`src/rtl/iob_nco_period_meter_if.sv`:
```
`timescale 1ns/1ps
// iob_nco_period_meter_if: control, measured clock and result signals of the period meter.
interface iob_nco_period_meter_if #(
  parameter int INT_W   = 32,
  parameter int FRAC_W  = 32,
  parameter int AVG_MAX = 8
);
  localparam int AW = $clog2(AVG_MAX + 1);

  logic              cke_i;
  logic              soft_reset_i;
  logic              enable_i;
  logic [AW-1:0]     avg_log2_i;
  logic              meas_clk_i;
  logic [INT_W-1:0]  period_int_o;
  logic [FRAC_W-1:0] period_frac_o;
  logic              valid_o;
  logic              busy_o;
  logic              timeout_o;

  modport master (
    output cke_i, soft_reset_i, enable_i, avg_log2_i, meas_clk_i,
    input  period_int_o, period_frac_o, valid_o, busy_o, timeout_o
  );

  modport slave (
    input  cke_i, soft_reset_i, enable_i, avg_log2_i, meas_clk_i,
    output period_int_o, period_frac_o, valid_o, busy_o, timeout_o
  );
endinterface

```
`src/rtl/iob_nco_period_meter.sv`:
```
`timescale 1ns/1ps
// iob_nco_period_meter: measures the period of meas_clk_i in clk_i cycles as int.frac,
// averaged over 2^avg periods, with back-to-back windows and a no-edge timeout.
module iob_nco_period_meter #(
  parameter int INT_W       = 32,
  parameter int FRAC_W      = 32,
  parameter int AVG_MAX     = 8,
  parameter int TIMEOUT_CYC = 2**20
) (
  input logic                  clk_i,
  input logic                  arst_n_i,
  iob_nco_period_meter_if.slave bus
);
  localparam int AW     = $clog2(AVG_MAX + 1);
  localparam int ACC_W  = INT_W + AVG_MAX;
  localparam int WIDE_W = ACC_W + FRAC_W;
  localparam int NE_W   = AVG_MAX + 1;
  localparam int GAP_W  = $clog2(TIMEOUT_CYC + 1);

  localparam logic [1:0] IDLE = 2'd0;
  localparam logic [1:0] ARM  = 2'd1;
  localparam logic [1:0] MEAS = 2'd2;

  logic              sync1, sync2, sync3, meas_edge;
  logic [1:0]        state;
  logic [AW-1:0]     avg;
  logic [ACC_W-1:0]  acc;
  logic [NE_W-1:0]   nedge;
  logic [GAP_W-1:0]  gap;
  logic              en_q;
  logic [INT_W-1:0]  period_int;
  logic [FRAC_W-1:0] period_frac;
  logic              valid, timeout;

  logic [AW-1:0]     avg_clamped;
  logic [NE_W-1:0]   nedge_inc, nedge_target;
  logic              closing;
  logic [WIDE_W-1:0] scaled;
  logic [INT_W-1:0]  int_sat;

  // Window arithmetic: clamp the requested averaging, detect the closing edge, scale acc to int.frac.
  always_comb begin
    avg_clamped  = (bus.avg_log2_i > AW'(AVG_MAX)) ? AW'(AVG_MAX) : bus.avg_log2_i;
    nedge_inc    = nedge + NE_W'(1);
    nedge_target = NE_W'(1) << avg;
    closing      = (nedge_inc == nedge_target);
    scaled       = {acc, {FRAC_W{1'b0}}} >> avg;
    int_sat      = (|scaled[WIDE_W-1:FRAC_W+INT_W]) ? {INT_W{1'b1}}
                                                    : scaled[FRAC_W+INT_W-1:FRAC_W];
  end

  // Two-flop synchronizer plus registered rising-edge detect; keeps sampling while cke_i is low.
  always_ff @(posedge clk_i or negedge arst_n_i) begin
    if (!arst_n_i) begin
      sync1     <= 1'b0;
      sync2     <= 1'b0;
      sync3     <= 1'b0;
      meas_edge <= 1'b0;
    end else if (bus.soft_reset_i) begin
      sync1     <= 1'b0;
      sync2     <= 1'b0;
      sync3     <= 1'b0;
      meas_edge <= 1'b0;
    end else begin
      sync1     <= bus.meas_clk_i;
      sync2     <= sync1;
      sync3     <= sync2;
      meas_edge <= sync2 & ~sync3;
    end
  end

  // Measurement FSM, window counters, result registers and sticky timeout.
  always_ff @(posedge clk_i or negedge arst_n_i) begin
    if (!arst_n_i) begin
      state       <= IDLE;
      avg         <= '0;
      acc         <= '0;
      nedge       <= '0;
      gap         <= '0;
      en_q        <= 1'b0;
      period_int  <= '0;
      period_frac <= '0;
      valid       <= 1'b0;
      timeout     <= 1'b0;
    end else if (bus.soft_reset_i) begin
      state       <= IDLE;
      avg         <= '0;
      acc         <= '0;
      nedge       <= '0;
      gap         <= '0;
      en_q        <= 1'b0;
      period_int  <= '0;
      period_frac <= '0;
      valid       <= 1'b0;
      timeout     <= 1'b0;
    end else if (bus.cke_i) begin
      valid <= 1'b0;
      en_q  <= bus.enable_i;
      if (bus.enable_i && !en_q) begin
        timeout <= 1'b0;
      end
      if (!bus.enable_i) begin
        state <= IDLE;
      end else begin
        case (state)
          IDLE: begin
            state <= ARM;
            avg   <= avg_clamped;
          end
          ARM: begin
            if (meas_edge) begin
              state <= MEAS;
              acc   <= ACC_W'(1);
              nedge <= '0;
              gap   <= GAP_W'(1);
            end
          end
          MEAS: begin
            if (meas_edge) begin
              gap <= GAP_W'(1);
              if (closing) begin
                period_int  <= int_sat;
                period_frac <= scaled[FRAC_W-1:0];
                valid       <= 1'b1;
                acc         <= ACC_W'(1);
                nedge       <= '0;
                avg         <= avg_clamped;
              end else begin
                acc   <= acc + ACC_W'(1);
                nedge <= nedge_inc;
              end
            end else if (gap == GAP_W'(TIMEOUT_CYC - 1)) begin
              timeout <= 1'b1;
              state   <= ARM;
            end else begin
              acc <= acc + ACC_W'(1);
              gap <= gap + GAP_W'(1);
            end
          end
          default: state <= IDLE;
        endcase
      end
    end
  end

  assign bus.period_int_o  = period_int;
  assign bus.period_frac_o = period_frac;
  assign bus.valid_o       = valid;
  assign bus.busy_o        = (state != IDLE);
  assign bus.timeout_o     = timeout;
endmodule

```
`src/flat_wrapper.sv`:
```
// flat-port wrapper written by rule: the top's interface ports become plain ports
module iob_nco_period_meter_flat 
#(
  parameter int INT_W       = 32,
  parameter int FRAC_W      = 32,
  parameter int AVG_MAX     = 8,
  parameter int TIMEOUT_CYC = 2**20
)
  (clk_i, arst_n_i, bus_cke_i, bus_soft_reset_i, bus_enable_i, bus_avg_log2_i, bus_meas_clk_i, bus_period_int_o, bus_period_frac_o, bus_valid_o, bus_busy_o, bus_timeout_o);
  iob_nco_period_meter_if #(.INT_W(INT_W), .FRAC_W(FRAC_W), .AVG_MAX(AVG_MAX)) bus_i ();
  input logic clk_i;
  input logic arst_n_i;
  input wire logic [$bits(bus_i.cke_i)-1:0] bus_cke_i;
  input wire logic [$bits(bus_i.soft_reset_i)-1:0] bus_soft_reset_i;
  input wire logic [$bits(bus_i.enable_i)-1:0] bus_enable_i;
  input wire logic [$bits(bus_i.avg_log2_i)-1:0] bus_avg_log2_i;
  input wire logic [$bits(bus_i.meas_clk_i)-1:0] bus_meas_clk_i;
  output wire logic [$bits(bus_i.period_int_o)-1:0] bus_period_int_o;
  output wire logic [$bits(bus_i.period_frac_o)-1:0] bus_period_frac_o;
  output wire logic [$bits(bus_i.valid_o)-1:0] bus_valid_o;
  output wire logic [$bits(bus_i.busy_o)-1:0] bus_busy_o;
  output wire logic [$bits(bus_i.timeout_o)-1:0] bus_timeout_o;
  assign bus_i.cke_i = bus_cke_i;
  assign bus_i.soft_reset_i = bus_soft_reset_i;
  assign bus_i.enable_i = bus_enable_i;
  assign bus_i.avg_log2_i = bus_avg_log2_i;
  assign bus_i.meas_clk_i = bus_meas_clk_i;
  assign bus_period_int_o = bus_i.period_int_o;
  assign bus_period_frac_o = bus_i.period_frac_o;
  assign bus_valid_o = bus_i.valid_o;
  assign bus_busy_o = bus_i.busy_o;
  assign bus_timeout_o = bus_i.timeout_o;
  iob_nco_period_meter #(.INT_W(INT_W), .FRAC_W(FRAC_W), .AVG_MAX(AVG_MAX), .TIMEOUT_CYC(TIMEOUT_CYC)) u_core (.clk_i(clk_i), .arst_n_i(arst_n_i), .bus(bus_i));
endmodule
```
`config.mk`:
```
export PLATFORM = sky130hd
export DESIGN_NAME = iob_nco_period_meter_flat
export DESIGN_NICKNAME = d
export VERILOG_FILES = /design/src/rtl/iob_nco_period_meter_if.sv /design/src/rtl/iob_nco_period_meter.sv /design/src/flat_wrapper.sv
export SDC_FILE = /design/constraint.sdc
export NUM_CORES = 1
export LEC_CHECK = 0
export BUFFER_PORTS_ARGS = -buffer_cell sky130_fd_sc_hd__buf_2
export CAP_MARGIN = 10
export CELL_PAD_IN_SITES_DETAIL_PLACEMENT = 0
export CELL_PAD_IN_SITES_GLOBAL_PLACEMENT = 2
export CORE_MARGIN = 2
export CORE_UTILIZATION = 38
export CTS_CLUSTER_SIZE = 14
export DETAILED_ROUTE_END_ITERATION = 7
export GPL_ROUTABILITY_DRIVEN = 0
export PLACE_DENSITY = 0.84
export SLEW_MARGIN = 20
export SYNTH_ARGS = -nofsm -noshare
export SYNTH_HDL_FRONTEND = slang
export SYNTH_SLANG_ARGS = --single-unit
```
`constraint.sdc`:
```
create_clock -name clk_i -period 3.4 [get_ports clk_i]
set_input_delay 0.51 -clock clk_i [delete_from_list [all_inputs] [get_ports clk_i]]
set_output_delay 0.51 -clock clk_i [all_outputs]
set_load 0.02 [all_outputs]
```
==> results.txt <==
The logs give 0 for the number of hold buffers added after cts and 319.9 MHz for the maximum achievable frequency. Summed over all failing endpoints, the final setup total negative slack is 0 ns. The run gives 0.2361 mV as the peak supply drop. The floorplan has 54 rows.

The final number of hold-violating endpoints is 0. The initial antenna violation count came out at 0. Clock latency on the worst-skew pair, taken at its later pin, is 0.42 ns.

The run gives 130 as the number of sinks driven by the clock tree. Global routing used 28.89% of the available met2 tracks. In this run the register-to-register setup slack is 0.27 ns.

The tools report the wire length reported by the detailed router as 21,690 µm. In the global route stage, overall resource usage came out at 18.63%. The total of flip-flops plus latches after synthesis is 130, and the total number of yosys warnings is 0. The clock-pin slew of the registers on the worst-case setup and hold paths came out at 0.07 ns.

The floorplan die width came out at 154.2 µm. The total count of max-transition violations in the final report is 0. The logs give 66 for the count of cell types in the netlist and 1,216 for the total instance count after detailed placement.

The post-synthesis instance area came out at 8569 µm². The global-route wire length before repair is 35,960 µm. The area growth from synthesis to layout is 12.92%. 77 I/O pins were placed. Detailed routing inserted a total of 7,136 vias. The total CTS buffers is 17, and the number of nets in the layout is 971. For this run, the number of standard cells in the final layout without fillers is 1,251. STA classifies the critical path startpoint as a flip-flop. The flow ran to the end, and the final reports show no timing, DRC or antenna violations. The tools report the overflow left after global routing as 0. In the routed design, unresolved DRC markers number 0. The die boundary height was 154.2 µm; the post-route fraction of the period consumed by the critical path was 91.93%.

In this run the mean area of a mapped cell was 9.175 µm². The count of buffers added on input and output ports is 59. The synthesized design contains 0 enable-type register cells. The tightest min-delay check is of the in -> async type. The number of levels in the clock H-tree was 4; the sequential-to-total area share from yosys stat was 37.96%.

The most used flip-flop cell after synthesis is sky130_fd_sc_hd__dfrtp_1. In this run the worst path has a maximum fanout of 13. For this run, asynchronously set or reset flops after synthesis account for 100.0%. The share of cells above drive strength 1 works out to 17.82%. The cell count after synthesis came out at 934.

Setup repair after global routing left no endpoint under its margin. The die covers 23,770 µm². The detailed-router iteration count before antenna repair came out at 5. The average via count per standard cell came out at 5.704. For the pin with the worst max-slew slack, the measured transition is 0.8253 ns. The region available for standard cell placement spans 21,960 µm². Starting density of the core: 39.03%.

Measured on the finished design, the core utilization comes to 44.07%. The endpoint arrival time on the critical path is 3.41 ns, and the final routed wire length divided by cell count is 17.34 µm. STA classifies the critical path endpoint as a flip-flop. The logs give 0 for the number of maximum-capacitance violations and 6,729 for the number of global-route vias before repair.

0 antenna diodes ended up in the layout. The critical path in this run is classified as reg -> reg. The cell sitting at the root of the clock tree is a sky130_fd_sc_hd__clkbuf_16.

TritonCTS built the clock tree. The run gives 434 as the number of violations reported at the end of detailed-routing iteration 0. The largest net degree at the start of global routing was 91; the placed wire-length estimate after detailed placement was 15,160 µm. Once detail routing completed, the nets flagged for antenna violations numbered 0.

On the final layout, the worst clock skew is 0.01885 ns. Measured against its own limit, the worst slew margin works out to 44.56%. The global-route met1 utilization was 27.02%; the time the final worst path needs with I/O delays and setup was 3.126 ns. The critical path data required time was 3.69 ns. For this design the static power due to leakage is 0.004129 µW. The power density over the cells works out to 389.2 nW/µm². The maximum clock insertion buffer count is 2. Setup violations remaining at the end of the flow were counted as 0. The layer flagged by global routing as most heavily used is met2. For the global routing met3 resource utilization, the log shows 3.082%.
==> report_power, final <==
part	leakage, µW	switching (µW)	internal, µW
clock network	0.000281	746	1110
registers	0.00180	13.2	1560
logic	0.00204	232	107
==> layout make-up <==
cell class,count,area (µm²)
fillers,2149,12280
multi-input cells,706,4875
flip-flops and latches,130,3256
repair buffers,89,551.8
clock buffers,19,442.9
well taps,280,350.3
clock inverters,13,148.9
inverters,14,52.55
==> path summary, 6_finish.rpt <==
kind	from	end	cells after the start
setup reg to reg	u_core.nedge[0]	u_core.acc[18]	10
min in group clk_i	bus_meas_clk_i	u_core.sync1	2
hold / removal	arst_n_i	u_core.gap[8]	1
hold reg to reg	u_core.sync3	u_core.meas_edge	1
max in group asynchronous	arst_n_i	u_core.acc[39]	2
setup / recovery	u_core.nedge[0]	u_core.acc[18]	10
==> worst max-delay path, stage by stage (launching register included) <==
cell                       delay, ns
sky130_fd_sc_hd__dfrtp_1        0.47
sky130_fd_sc_hd__ha_1           0.35
sky130_fd_sc_hd__nand3_1        0.13
sky130_fd_sc_hd__xor2_1         0.27
sky130_fd_sc_hd__or4b_1         0.52
sky130_fd_sc_hd__a311oi_4       0.32
sky130_fd_sc_hd__buf_4          0.21
sky130_fd_sc_hd__a311oi_4       0.21
sky130_fd_sc_hd__buf_4          0.25
sky130_fd_sc_hd__a31oi_1        0.17
sky130_fd_sc_hd__o31ai_1        0.09
==> sequential cells by signal (all words and copies together) (netlist names) <==
name                      cells
u_core.acc                   40
u_core.avg                    4
u_core.sync2                  1
u_core.sync3                  1
u_core.gap                   21
u_core.meas_edge              1
u_core.state                  2
u_core.bus.timeout_o          1
u_core.en_q                   1
u_core.bus.period_frac_o     15
u_core.bus.period_int_o      32
u_core.bus.valid_o            1
u_core.sync1                  1
u_core.nedge                  9
==> metrics by stage <==
stage                     power (µW)  instance area (µm²)  hold WS (ns)  setup slack (ns)
after floorplan                 1848                 8630        0.2144            0.6144
after global routing            3923                 9677        0.1689           0.02359
after CTS                       3802                 9639        0.1487           0.09150
after detailed placement        1936                 9047        0.3964            0.1411
after global placement          1936                 9047        0.3910            0.2120
final                           3766                 9677        0.1181            0.2742
==> synth_stat cells, types with 5 or more instances <==
cell / instances / area (µm²)
sky130_fd_sc_hd__o22ai_1: 8 / 50.05
sky130_fd_sc_hd__o21ai_0: 22 / 110.1
sky130_fd_sc_hd__xor2_1: 20 / 175.2
sky130_fd_sc_hd__nand2_1: 124 / 465.5
sky130_fd_sc_hd__a31oi_1: 8 / 50.05
sky130_fd_sc_hd__dfrtp_1: 130 / 3253
sky130_fd_sc_hd__a21oi_1: 65 / 325.3
sky130_fd_sc_hd__mux2i_1: 52 / 520.5
sky130_fd_sc_hd__or3_1: 17 / 106.4
sky130_fd_sc_hd__buf_4: 19 / 142.6
sky130_fd_sc_hd__o211ai_1: 6 / 45.04
sky130_fd_sc_hd__mux4_2: 32 / 720.7
sky130_fd_sc_hd__nor4_1: 8 / 50.05
sky130_fd_sc_hd__a221o_1: 32 / 320.3
sky130_fd_sc_hd__and3_1: 7 / 43.79
sky130_fd_sc_hd__nor2b_1: 7 / 43.79
sky130_fd_sc_hd__clkbuf_1: 61 / 229.0
sky130_fd_sc_hd__xnor2_1: 15 / 131.4
sky130_fd_sc_hd__a211oi_1: 5 / 37.54
sky130_fd_sc_hd__nand3_1: 68 / 340.3
sky130_fd_sc_hd__nor3_1: 15 / 75.07
sky130_fd_sc_hd__nand3b_1: 7 / 52.55
sky130_fd_sc_hd__nor2_1: 67 / 251.5
sky130_fd_sc_hd__and4_1: 8 / 70.07
sky130_fd_sc_hd__buf_1: 7 / 26.28
sky130_fd_sc_hd__nand4_1: 24 / 150.1
sky130_fd_sc_hd__buf_2: 13 / 65.06
sky130_fd_sc_hd__inv_1: 13 / 48.80
==> cell usage in the layout (no fill, tap or decap), types with 5 or more instances in the layout <==
master                      instances
sky130_fd_sc_hd__dfrtp_1          128
sky130_fd_sc_hd__nand2_1          123
sky130_fd_sc_hd__nand3_1           68
sky130_fd_sc_hd__nor2_1            67
sky130_fd_sc_hd__a21oi_1           65
sky130_fd_sc_hd__buf_2             58
sky130_fd_sc_hd__mux2i_1           52
sky130_fd_sc_hd__mux4_2            32
sky130_fd_sc_hd__a221o_1           32
sky130_fd_sc_hd__buf_4             28
sky130_fd_sc_hd__nand4_1           24
sky130_fd_sc_hd__o21ai_0           22
sky130_fd_sc_hd__xor2_1            20
sky130_fd_sc_hd__or3_1             17
sky130_fd_sc_hd__conb_1            17
sky130_fd_sc_hd__clkbuf_16         17
sky130_fd_sc_hd__xnor2_1           15
sky130_fd_sc_hd__nor3_1            15
sky130_fd_sc_hd__inv_1             13
sky130_fd_sc_hd__and4_1             8
sky130_fd_sc_hd__o22ai_1            8
sky130_fd_sc_hd__a31oi_1            8
sky130_fd_sc_hd__nor4_1             8
sky130_fd_sc_hd__nor2b_1            7
sky130_fd_sc_hd__and3_1             7
sky130_fd_sc_hd__nand3b_1           7
sky130_fd_sc_hd__o211ai_1           6
sky130_fd_sc_hd__a211oi_1           5
sky130_fd_sc_hd__inv_6              5
==> logic make-up (layout without fill, tap and decap cells) <==
family | count (synthesis) | after routing | synth area share, %
AO/OA/AOI/OAI | 182 | 182 | 14.89
adder cells (fa/ha/maj) | 3 | 3 | 0.4381
multiplexers | 87 | 87 | 14.88
AND/OR/NAND/NOR | 382 | 382 | 22.19
XOR/XNOR | 35 | 35 | 3.577
flip-flops | 130 | 130 | 37.96
other | 1 | 17 | 0.04376
buffers and inverters | 114 | 135 | 6.016
==> routing by layer <==
layer	up-vias	wire length, µm
li1	3463	-
met1	3494	10760
met2	165	9737
met3	14	912
met4	0	278
met5	-	0
==> repair_timing <==
item,in CTS,in global routing
buffers inserted,0,3
endpoints found under the hold margin,0,0
endpoints found under the setup margin,0,25
gates resized for setup,0,1
No activity file was read; power rests on OpenSTA's default activity.
